--- src/rtl/serial_subtractor_64bit.sv ---
// serial_subtractor_64bit: digit-serial a - b - bin, one DIGIT slice per cycle, LSB first.
module serial_subtractor_64bit #(
  parameter int WIDTH = 64,
  parameter int DIGIT = 8
) (
  input  logic             clk,
  input  logic             rst,
  input  logic             start,
  input  logic [WIDTH-1:0] a,
  input  logic [WIDTH-1:0] b,
  input  logic             bin,
  output logic             busy,
  output logic             done,
  output logic [WIDTH-1:0] diff,
  output logic             bout,
  output logic             ovf
);
  localparam int STEPS = WIDTH / DIGIT;
  localparam int CW = STEPS > 1 ? $clog2(STEPS) : 1;

  typedef enum logic [1:0] {IDLE, RUN, DONE} state_t;

  state_t           state_q, state_d;
  logic [WIDTH-1:0] a_q, a_d, b_q, b_d, acc_q, acc_d, diff_q, diff_d;
  logic [CW-1:0]    cnt_q, cnt_d;
  logic             borrow_q, borrow_d, bout_q, bout_d, ovf_q, ovf_d;
  logic             a_msb_q, a_msb_d, b_msb_q, b_msb_d;
  logic [DIGIT:0]   sum;
  logic [WIDTH-1:0] acc_nx;
  logic             last;

  always_comb begin
    sum = {1'b0, a_q[DIGIT-1:0]} + {1'b0, ~b_q[DIGIT-1:0]} + {{DIGIT{1'b0}}, ~borrow_q};
    acc_nx = WIDTH'({sum[DIGIT-1:0], acc_q} >> DIGIT);
    last = cnt_q == CW'(STEPS - 1);
    state_d = state_q;
    a_d = a_q;
    b_d = b_q;
    acc_d = acc_q;
    cnt_d = cnt_q;
    borrow_d = borrow_q;
    a_msb_d = a_msb_q;
    b_msb_d = b_msb_q;
    diff_d = diff_q;
    bout_d = bout_q;
    ovf_d = ovf_q;
    if (state_q == RUN) begin
      a_d = a_q >> DIGIT;
      b_d = b_q >> DIGIT;
      acc_d = acc_nx;
      borrow_d = ~sum[DIGIT];
      cnt_d = cnt_q + CW'(1);
      state_d = last ? DONE : RUN;
      if (last) begin
        diff_d = acc_nx;
        bout_d = ~sum[DIGIT];
        ovf_d = (a_msb_q ^ b_msb_q) & (acc_nx[WIDTH-1] ^ a_msb_q);
      end
    end else if (start) begin
      // IDLE and DONE accept a new request identically
      a_d = a;
      b_d = b;
      acc_d = '0;
      borrow_d = bin;
      cnt_d = '0;
      a_msb_d = a[WIDTH-1];
      b_msb_d = b[WIDTH-1];
      state_d = RUN;
    end else begin
      state_d = IDLE;
    end
  end

  always_ff @(posedge clk or negedge rst) begin
    if (!rst) begin
      state_q <= IDLE;
      a_q <= '0;
      b_q <= '0;
      acc_q <= '0;
      cnt_q <= '0;
      borrow_q <= 1'b0;
      a_msb_q <= 1'b0;
      b_msb_q <= 1'b0;
      diff_q <= '0;
      bout_q <= 1'b0;
      ovf_q <= 1'b0;
    end else begin
      state_q <= state_d;
      a_q <= a_d;
      b_q <= b_d;
      acc_q <= acc_d;
      cnt_q <= cnt_d;
      borrow_q <= borrow_d;
      a_msb_q <= a_msb_d;
      b_msb_q <= b_msb_d;
      diff_q <= diff_d;
      bout_q <= bout_d;
      ovf_q <= ovf_d;
    end
  end

  assign busy = state_q == RUN;
  assign done = state_q == DONE;
  assign diff = diff_q;
  assign bout = bout_q;
  assign ovf = ovf_q;
endmodule

--- config.mk ---
export PLATFORM = sky130hd
export DESIGN_NAME = serial_subtractor_64bit
export DESIGN_NICKNAME = d
export VERILOG_FILES = /design/src/rtl/serial_subtractor_64bit.sv
export SDC_FILE = /design/constraint.sdc
export NUM_CORES = 1
export LEC_CHECK = 0
export BUFFER_PORTS_ARGS = -buffer_cell sky130_fd_sc_hd__buf_2
export CAP_MARGIN = 20
export CORE_MARGIN = 2
export CORE_UTILIZATION = 55
export CTS_CLUSTER_DIAMETER = 60
export CTS_CLUSTER_SIZE = 14
export DETAILED_ROUTE_END_ITERATION = 10
export GPL_TIMING_DRIVEN = 0
export HOLD_SLACK_MARGIN = 0.12
export PLACE_DENSITY = 0.77
export SLEW_MARGIN = 40
export SYNTH_ARGS = -nofsm -noshare
export SYNTH_HDL_FRONTEND = slang
export SYNTH_SLANG_ARGS = --single-unit
export TNS_END_PERCENT = 1
--- constraint.sdc ---
create_clock -name clk -period 4.5 [get_ports clk]
set_input_delay 0.225 -clock clk [delete_from_list [all_inputs] [get_ports clk]]
set_output_delay 0.225 -clock clk [all_outputs]
set_load 0.03 [all_outputs]
; ---- Word-level counts from Yosys, hierarchy flattened
; Index checks and enable logic that the tools add are counted.
[word_totals]
elab_cells = 40
mem_bits_ro = 0
ramBits = 0
input_bits = 132
latch_bits = 0
register_bits = 266
out_inout_bits = 68
memories = 0
[op_classes]
div = 0
bitwise = 7
n_eq_ne = 3
order_cmp = 0
shift = 0
n_addsub = 3
mux = 13
multipliers = 0
n_reduce_logical = 3
[op_table]
columns = cell, count
row1 = 2-to-1 mux 64 bit, 6
row2 = adder 8 x 8 -> 9 bit, 1
row3 = adder 9 x 1 -> 9 bit, 1
row4 = NOT 8 bit, 1
row5 = 2-to-1 mux 3 bit, 2
row6 = 2-to-1 mux 2 bit, 2
row7 = AND reduction 2 bit, 2
row8 = adder 3 x 1 -> 3 bit (second input constant), 1
row9 = equality test 3 bit (second input constant), 1
row10 = 2-to-1 mux 1 bit, 3
row11 = NOT 1 bit, 3
row12 = equality test 2 x 1 -> 1 bit (second input constant), 1
row13 = equality test 2 bit (second input constant), 1
row14 = nonzero test 2 bit, 1
row15 = XOR 1 bit, 2
row16 = bitwise AND 1 bit, 1

; ---- Logic depth before layout (Yosys ltp)
; Gate-level depths: netlist of run 1.
[depth]
ltp_word = 5
depth_mapped = 10
ltp_nobuf = 8

; ---- Worst setup path before layout of run 1
; Ideal clock, no wire load.
[synth_timing]
path_type = flip-flop to flip-flop
startpoint = reg a_q[0]
endpoint = reg acc_q[62]
arrival_time_ns = 2.105
required_time_ns = 4.365
setup_time_ns = 0.135
stages_incl_launch_ff = 8
setup_slack_ns = 2.260
n_path_buf = 0
period_less_slack_ns = 2.240
path_cell_list = dfrtp_1 > fa_1 > fa_1 > a21o_1 > a21oi_1 > o21bai_1 > a211oi_1 > o31ai_1
[synth_via]
elab_chain_cells = 3
[synth_rtl]
columns = item, line
row1 = from (decl), 24  ; logic [WIDTH-1:0] a_q, a_d, b_q, b_d, acc_q, acc_d, diff_q, diff_d;
row2 = from (signal assigned), 77  ; a_q <= '0;
row3 = from (signal assigned), 89  ; a_q <= a_d;
row4 = adder 8 x 8 -> 9 bit, 33  ; sum = {1'b0, a_q[DIGIT-1:0]} + {1'b0, ~b_q[DIGIT-1:0]} + {{DIGIT{1'b0}}, ~borrow_q};
row5 = adder 9 x 1 -> 9 bit, 33
row6 = 2-to-1 mux 64 bit, 47  ; if (state_q == RUN) begin
row7 = to (signal assigned), 79  ; acc_q <= '0;
row8 = to (signal assigned), 91  ; acc_q <= acc_d;
row9 = to (decl), 24
; No other way between the ends.
; A chain may end at the register's enable or synchronous reset.

; ---- Final worst setup path of run 1
[layout_timing]
startpoint = reg state_q[1]
endpoint = out busy
[layout_via]
elab_chain_cells = 1
[layout_rtl]
columns = item, line
row1 = from (decl), 23  ; state_t state_q, state_d;
row2 = from (signal assigned), 88  ; state_q <= state_d;
row3 = equality test 2 x 1 -> 1 bit, 102  ; assign busy = state_q == RUN;
row4 = to (decl), 12  ; output logic busy,
; No other way between the ends.

==> run_results.csv, run 1 <==
group,metric,value,unit
power,vdd_ir_drop_max,0.334,mV
clock_tree,clock-sinks,258,
cells_and_area,drive_gt1_share,24.5,%
power,register_share_of_total_power,41.6,%
clock_tree,cts_root_buffer,"clkbuf_16",
floorplanning,rows,52,
worst_setup_path,worst_r2r_startpoint,"a_q[0]",
clock_tree,tritoncts,"yes",
worst_setup_path,startpoint_class_of_the_critical_path,"register",
synthesis,ys_dominant_reg_cell,"dfrtp_1",
floorplanning,i_o_pin_cnt,200,
synthesis,ys_seq_elements,258,
timing,finalCriticalPeriod,2.50,ns
timing,finalHoldViolations,0,
worst_setup_path,critPathMostFrequentCell,"buf_2",
synthesis,ys_seq_area_share,56.7,%
clock_tree,worst_setup_hold_path_clk_slew,0.07,ns
worst_setup_path,path_class,"register to output port",
synthesis,post_synth_instance_area,0.0114,sq mm
worst_setup_path,worstPathCellList,"nand2b_1 > buf_6 > inv_4 > buf_6 > buf_2 > buf_2 > buf_2",
timing,rsz0062_at_grt,"no",
floorplanning,die_w,148,um
detailed_routing,post_drt_via_cell_ratio,5.43,
detailed_routing,detail_route.first_pass.iterations,5,
worst_setup_path,worst-endpoint-arrival,2.28,ns
clock_tree,cts_setup_buffers,0,
worst_setup_path,crit_fanout,10,
floorplanning,chipHeight,148,um
global_routing,grtUsageTotal,27.8,%
detailed_routing,drtIter0Drc,469,
worst_setup_path,timing.critical_path.from,"state_q[1]",
clock_tree,tritoncts_buffers,22,
timing,worst_hold_slack,0.227,ns
synthesis,synth_fp_nets,1149,
global_routing,grt_pass1_wl,48600,um
power,p_per_area,651,mW/mm^2
worst_setup_path,ff2ff_setup_slack,2.01,ns
floorplanning,core-area,0.0203,sq mm
power,power_switching_share,40.3,%
placed_design,dp_cells,1477,
detailed_routing,drt.antenna.violating_nets,0,
synthesis,synthesis.instances,1006,
power,total_leakage_power,0.00750,uW
synthesis,yosysWarningCount,0,
clock_tree,worst_skew_pair.late_latency,0.51,ns
run_status,run_status,"finished, final reports clean",
cells_and_area,fin_cells,1635,
timing,post-route-period-util,55.6,%
power,power.share.combinational,40.2,%
power,clock_power_share,18.2,%
floorplanning,die_area,0.0219,sq mm
clock_tree,clock_path_buffers,3,
placed_design,place.detailed.hpwl,19600,um
placed_design,gp_congestion,0.847,
synthesis,ys_async_sr_fraction,100,%
timing,drv_slew,0,
timing,timing.fmax,0.400,GHz
power,p_sw,3860,uW
detailed_routing,totalWireLength,30300,um
detailed_routing,post_drt_wl_per_cell,18.5,um
floorplanning,initial_core_util,56.1,%
hold_path,hold_path.class,"input pin to asynchronous set/reset pin",
global_routing,number_of_antenna_violations_at_the_first_check_in_global_routing,2,
worst_setup_path,critical_path.endpoint_type,"output port",
cells_and_area,flow.area_growth_from_synthesis,29.2,%
worst_setup_path,slowest_delay,0.37,ns
synthesis,synth_edf_count,0,
worst_setup_path,cp_slowest_cell,"dfrtp_1",
cells_and_area,nNetsFinal,1504,
timing,tightestPinTransition,0.520,ns
detailed_routing,vias,8885,
clock_tree,cts_htree_levels,1,
synthesis,synth.lib_cells_used.distinct,36,
cells_and_area,post-route-cell-area,0.0147,sq mm
global_routing,via_count_of_the_first_global_routing_pass,9343,
power,p_int,5730,uW
worst_setup_path,required,4.28,ns
timing,setup_viol,0,
cells_and_area,post_layout_util,72.5,%
synthesis,post_synth.cell_area_avg,11.3,sq um
power,p_total,9590,uW
detailed_routing,remaining_drc_errors,0,
timing,worst_slew_margin_relative_to_its_limit,65.3,%
timing,fin_worst_skew,0.00830,ns
placed_design,post_dp_cell_area,0.0128,sq mm
placed_design,number_of_port_buffers,198,
global_routing,grt-ovfl-total,0,
flow_run,maximum_capacitance_violations,0,
global_routing,pin_count_of_the_biggest_net_entering_global_routing,73,
sequential cells by signal, summed over array words and instances (netlist names):
| name | count |
|---|---|
| b_q | 64 |
| cnt_q | 3 |
| acc_q | 56 |
| borrow_q | 1 |
| state_q | 2 |
| a_q | 64 |
| b_msb_q | 1 |
| ovf | 1 |
| diff | 64 |
| bout | 1 |
| a_msb_q | 1 |
path summary, 6_finish.rpt:
check,endpoint,cells past startpoint
setup / recovery,busy,7
hold / removal,diff[38],2
setup reg to reg,acc_q[62],7
hold reg to reg,a_q[32],2
max in group asynchronous,b_q[54],4
min in group clk,b_q[34],4
metrics by stage:
step / setup TNS, ns / setup slack [ns]
floorplan: 0 / 2.26
global placement: -354.50 / -1.40
detailed placement: 0 / 2.03
CTS: 0 / 2.00
global route: 0 / 1.86
finish: 0 / 2.00
cell usage in the layout (no fill, tap or decap), drive strengths merged:
cell and instances:
o211a 1, a21o 3, o211ai 1, a211o 1, clkinvlp 1, nand4 1, a211oi 2, xnor2 2
mux2 60, xor2 2, a31oi 1, dlygate4sd3 130, o21ai 130, fa 2, o21bai 2, dfrtp 258
nor3 2, clkbuf 50, buf 245, o31ai 2, nand2 227, nand2b 1, a21oi 6, nand3b 59
nor2 20, inv 13, nand3 1, ha 9, or3 2, nor2b 1, mux2i 128, diode 2
worst max-delay path, delay by kind of cell (launching register included):
family	cells	cell delay, ns
buffers and inverters	6	1.24
flip-flops	1	0.37
AND/OR/NAND/NOR	1	0.15
Yosys cell counts (all sizes together), types with 2 or more instances:
master / instances / share of area [%]
a21oi: 6 / 0.26
a211oi: 2 / 0.18
xnor2: 2 / 0.15
dfrtp: 258 / 57
o21bai: 2 / 0.13
nor2: 20 / 0.66
or3: 2 / 0.11
inv: 13 / 0.45
ha: 9 / 0.99
nand3b: 59 / 3.9
o21ai: 130 / 5.7
nor3: 2 / 0.088
mux2: 60 / 7.4
clkbuf: 25 / 0.82
o31ai: 2 / 0.13
mux2i: 128 / 11
buf: 44 / 2.4
a21o: 3 / 0.20
fa: 2 / 0.35
nand2: 227 / 7.5
xor2: 2 / 0.15
layer usage:
metal | vias to the layer above | wire [um] | GRT usage, %
li1 | 4113 | - | -
met1 | 4385 | 12400 | 35.3
met2 | 309 | 15500 | 49.7
met3 | 78 | 1490 | 3.98
met4 | 0 | 964 | 8.43
met5 | - | 0 | 0
timing repair:
item / CTS / global route
gates resized for setup: 0 / 0
endpoints found under the hold margin: 322 / 0
hold buffers: 130 / 0
cell families (layout without fill, tap and decap cells):
family,Yosys count,in the layout,synth area share (%)
compound gates,149,149,6.90
xor+xnor,4,4,0.308
fa+ha+maj,11,11,1.34
buf+inv,82,439,3.65
flops,258,258,56.7
mux,188,188,18.7
other cells,0,2,0
simple gates,314,314,12.5
area by class of cell:
type	instances	area (sq um)
flip-flops and latches	258	6460
fillers	1428	5580
multi-input cells	666	4520
repair buffers	331	2380
clock buffers	25	593
plain buffers	69	364
well taps	270	338
inverters	13	51.3
clock inverters	1	7.51
diodes	2	5.00
power by group through the flow:
stage	Combinational (uW)	Sequential [uW]	Clock [uW]
final	3860	3980	1750
after global routing	4240	4090	1840
after CTS	3830	3970	1760
after detailed placement	3720	4000	0
after global placement	3610	3970	0
after floorplan	2100	4380	0
Note: power is estimated with default switching activity, not from simulation.
==> run 2: changes to the inputs <==
CORE_UTILIZATION = 51   (was 55)
PLACE_DENSITY = 0.75   (was 0.77)
clock period = 2.2 ns   (was 4.5 ns; I/O delays follow)
==> run 2 against run 1 <==
  * Worst setup slack lost 1.9 ns
  * Largest power group unchanged
  * Sequential power grew 110%
  * Clock skew grew 0.0066 ns
  * Largest cell class unchanged
  * Final area grew 0.60%
  * Sequential share of layout area shrank 0.26 points
  * Count of clock-buffer cells in the layout shrank 2
  * Critical path type is now register to register
==> run_results.csv, run 2 (synthesis results as in run 1) <==
group,metric,value,unit
run_status,run_status,"finished, final reports clean",
placed_design,dp_cells,1487,
worst_setup_path,ff2ff_setup_slack,0.1,ns
clock_tree,tritoncts,"yes",
worst_setup_path,startpoint_class_of_the_critical_path,"register",
timing,drv_slew,0,
worst_setup_path,timing.critical_path.max_delay_family,"compound AO/OA/AOI/OAI gates",
timing,timing.fmax,0.476,GHz
power,total_leakage_power,0.00754,uW
worst_setup_path,worst-endpoint-arrival,2.52,ns
cells_and_area,most-common-layout-cells,"258 x dfrtp_1, 231 x buf_2, 226 x nand2_1, 130 x dlygate4sd3_1, 128 x mux2i_1",
floorplanning,die_area,0.0235,sq mm
clock_tree,cts_root_buffer,"clkbuf_16",
clock_tree,worst_setup_hold_path_clk_slew,0.06,ns
global_routing,grtUsageTotal,25.5,%
worst_setup_path,critical_path.endpoint_type,"register",
global_routing,grt_pass1_wl,48100,um
power,vdd_ir_drop_max,0.657,mV
detailed_routing,remaining_drc_errors,0,
placed_design,place.detailed.hpwl,19800,um
worst_setup_path,timing.critical_path.from,"b_q[0]",
placed_design,number_of_port_buffers,198,
cells_and_area,layout_commonest_cell,"dfrtp_1",
cells_and_area,nNetsFinal,1506,
timing,tightestPinTransition,0.507,ns
floorplanning,i_o_pin_cnt,200,
global_routing,number_of_antenna_violations_at_the_first_check_in_global_routing,1,
clock_tree,cts_htree_levels,1,
cells_and_area,post_layout_util,67.6,%
timing,post-route-period-util,95.6,%
worst_setup_path,slowest_delay,0.39,ns
worst_setup_path,critPathMostFrequentCell,"fa_2",
clock_tree,clock_path_buffers,3,
cells_and_area,drive_gt1_share,25.2,%
hold_path,hold_path.class,"input pin to asynchronous set/reset pin",
clock_tree,worst_skew_pair.late_latency,0.52,ns
global_routing,grt-ovfl-total,0,
floorplanning,initial_core_util,52.0,%
detailed_routing,post_drt_wl_per_cell,18.4,um
worst_setup_path,worstPathCellList,"inv_2 > fa_2 > fa_2 > a21o_1 > a21oi_2 > o21ai_1 > o211a_1 > o31ai_1",
worst_setup_path,cp.depth,8,
global_routing,pin_count_of_the_biggest_net_entering_global_routing,79,
worst_setup_path,critical_path.reg2reg.endpoint,"acc_q[62]",
floorplanning,rows,54,
power,p_total,19800,uW
timing,finalHoldViolations,0,
floorplanning,core-area,0.0219,sq mm
timing,setup_viol,0,
worst_setup_path,worst_setup_path_endpoint,"acc_q[62]",
worst_setup_path,r2r_cells,8,
cells_and_area,fin_cells,1648,
detailed_routing,drt.antenna.violating_nets,0,
detailed_routing,totalWireLength,30400,um
detailed_routing,detail_route.first_pass.iterations,5,
power,p_per_area,1330,mW/mm^2
flow_run,maximum_capacitance_violations,0,
timing,rsz0062_at_grt,"yes",
detailed_routing,vias,8772,
worst_setup_path,worst-path-buf-inv,1,
worst_setup_path,worst_r2r_startpoint,"b_q[0]",
timing,worst_slew_margin_relative_to_its_limit,66.2,%
floorplanning,chipHeight,153,um
worst_setup_path,path_class,"register to register",
global_routing,via_count_of_the_first_global_routing_pass,9150,
clock_tree,clock-sinks,258,
floorplanning,die_w,153,um
worst_setup_path,cp_slowest_cell,"fa_2",
detailed_routing,drtIter0Drc,439,
timing,fin_worst_skew,0.0149,ns
worst_setup_path,required,2.62,ns
placed_design,gp_congestion,0.831,
detailed_routing,post_drt_via_cell_ratio,5.32,
cells_and_area,flow.area_growth_from_synthesis,30.0,%
clock_tree,tritoncts_buffers,23,
worst_setup_path,crit_fanout,4,
timing,finalCriticalPeriod,2.10,ns
## run 2: worst min-delay path by stage
stage                     slack (ns)  cells after the start  start  endpoint
after floorplan                -0.19                      0    rst   a_msb_q
after global placement          0.35                      3  a[62]   a_q[62]
after detailed placement        0.01                      1    rst  diff[13]
after CTS                       0.15                      3    rst  diff[13]
after global routing            0.18                      3    rst  diff[13]
final                           0.15                      3    rst  diff[13]
## run 2: per-layer routing
| layer | wire length [um] | share of wire, % | up-vias | GRT usage, % |
|---|---|---|---|---|
| met4 | 1130 | 3.7 | 0 | 8.96 |
| li1 | - | - | 4129 | - |
| met5 | 0 | 0 | - | 0 |
| met3 | 1410 | 4.6 | 75 | 3.63 |
| met2 | 15100 | 50 | 293 | 44.5 |
| met1 | 12800 | 42 | 4275 | 32.9 |
## run 2: repair_timing
action,in CTS,in global routing
hold endpoints to repair,316,0
hold buffers,131,0
endpoints found under the setup margin,5,3
gates cloned,0,0
resized for setup,4,4
buffers inserted,0,1
pin swaps,0,5
## run 2: power breakdown
part	total (uW)	switching (uW)	internal, uW	leakage [uW]
registers	8180	1390	6800	0.00327
clock network	3720	1730	1990	0.000315
logic	7850	4780	3070	0.00395
total	19800	7890	11900	0.00754
## run 2: layout make-up
| cell class | count | area [sq um] |
|---|---|---|
| well taps | 280 | 350 |
| fillers | 1674 | 7080 |
| clock inverters | 6 | 65.1 |
| clock buffers | 23 | 576 |
| repair buffers | 333 | 2410 |
| diodes | 1 | 2.50 |
| plain buffers | 68 | 362 |
| flip-flops and latches | 258 | 6460 |
| multi-input cells | 666 | 4530 |
| inverters | 13 | 51.3 |
## run 2: tightest hold or removal path, cell delays in order
cell and delay [ns]:
dlygate4sd3_1 0.56, buf_8 0.14, buf_12 0.21
## run 2: through the flow
step	setup WS [ns]	area [sq um]	hold WS [ns]	TNS [ns]
final	0.0977	14800	0.150	0
after global routing	-0.0241	14800	0.175	-0.0256
after CTS	0.00711	14800	0.148	0
after detailed placement	-0.143	12800	0.0100	-0.326
after global placement	-3.57	12700	0.354	-914.43
after floorplan	0.00842	11400	-0.186	0
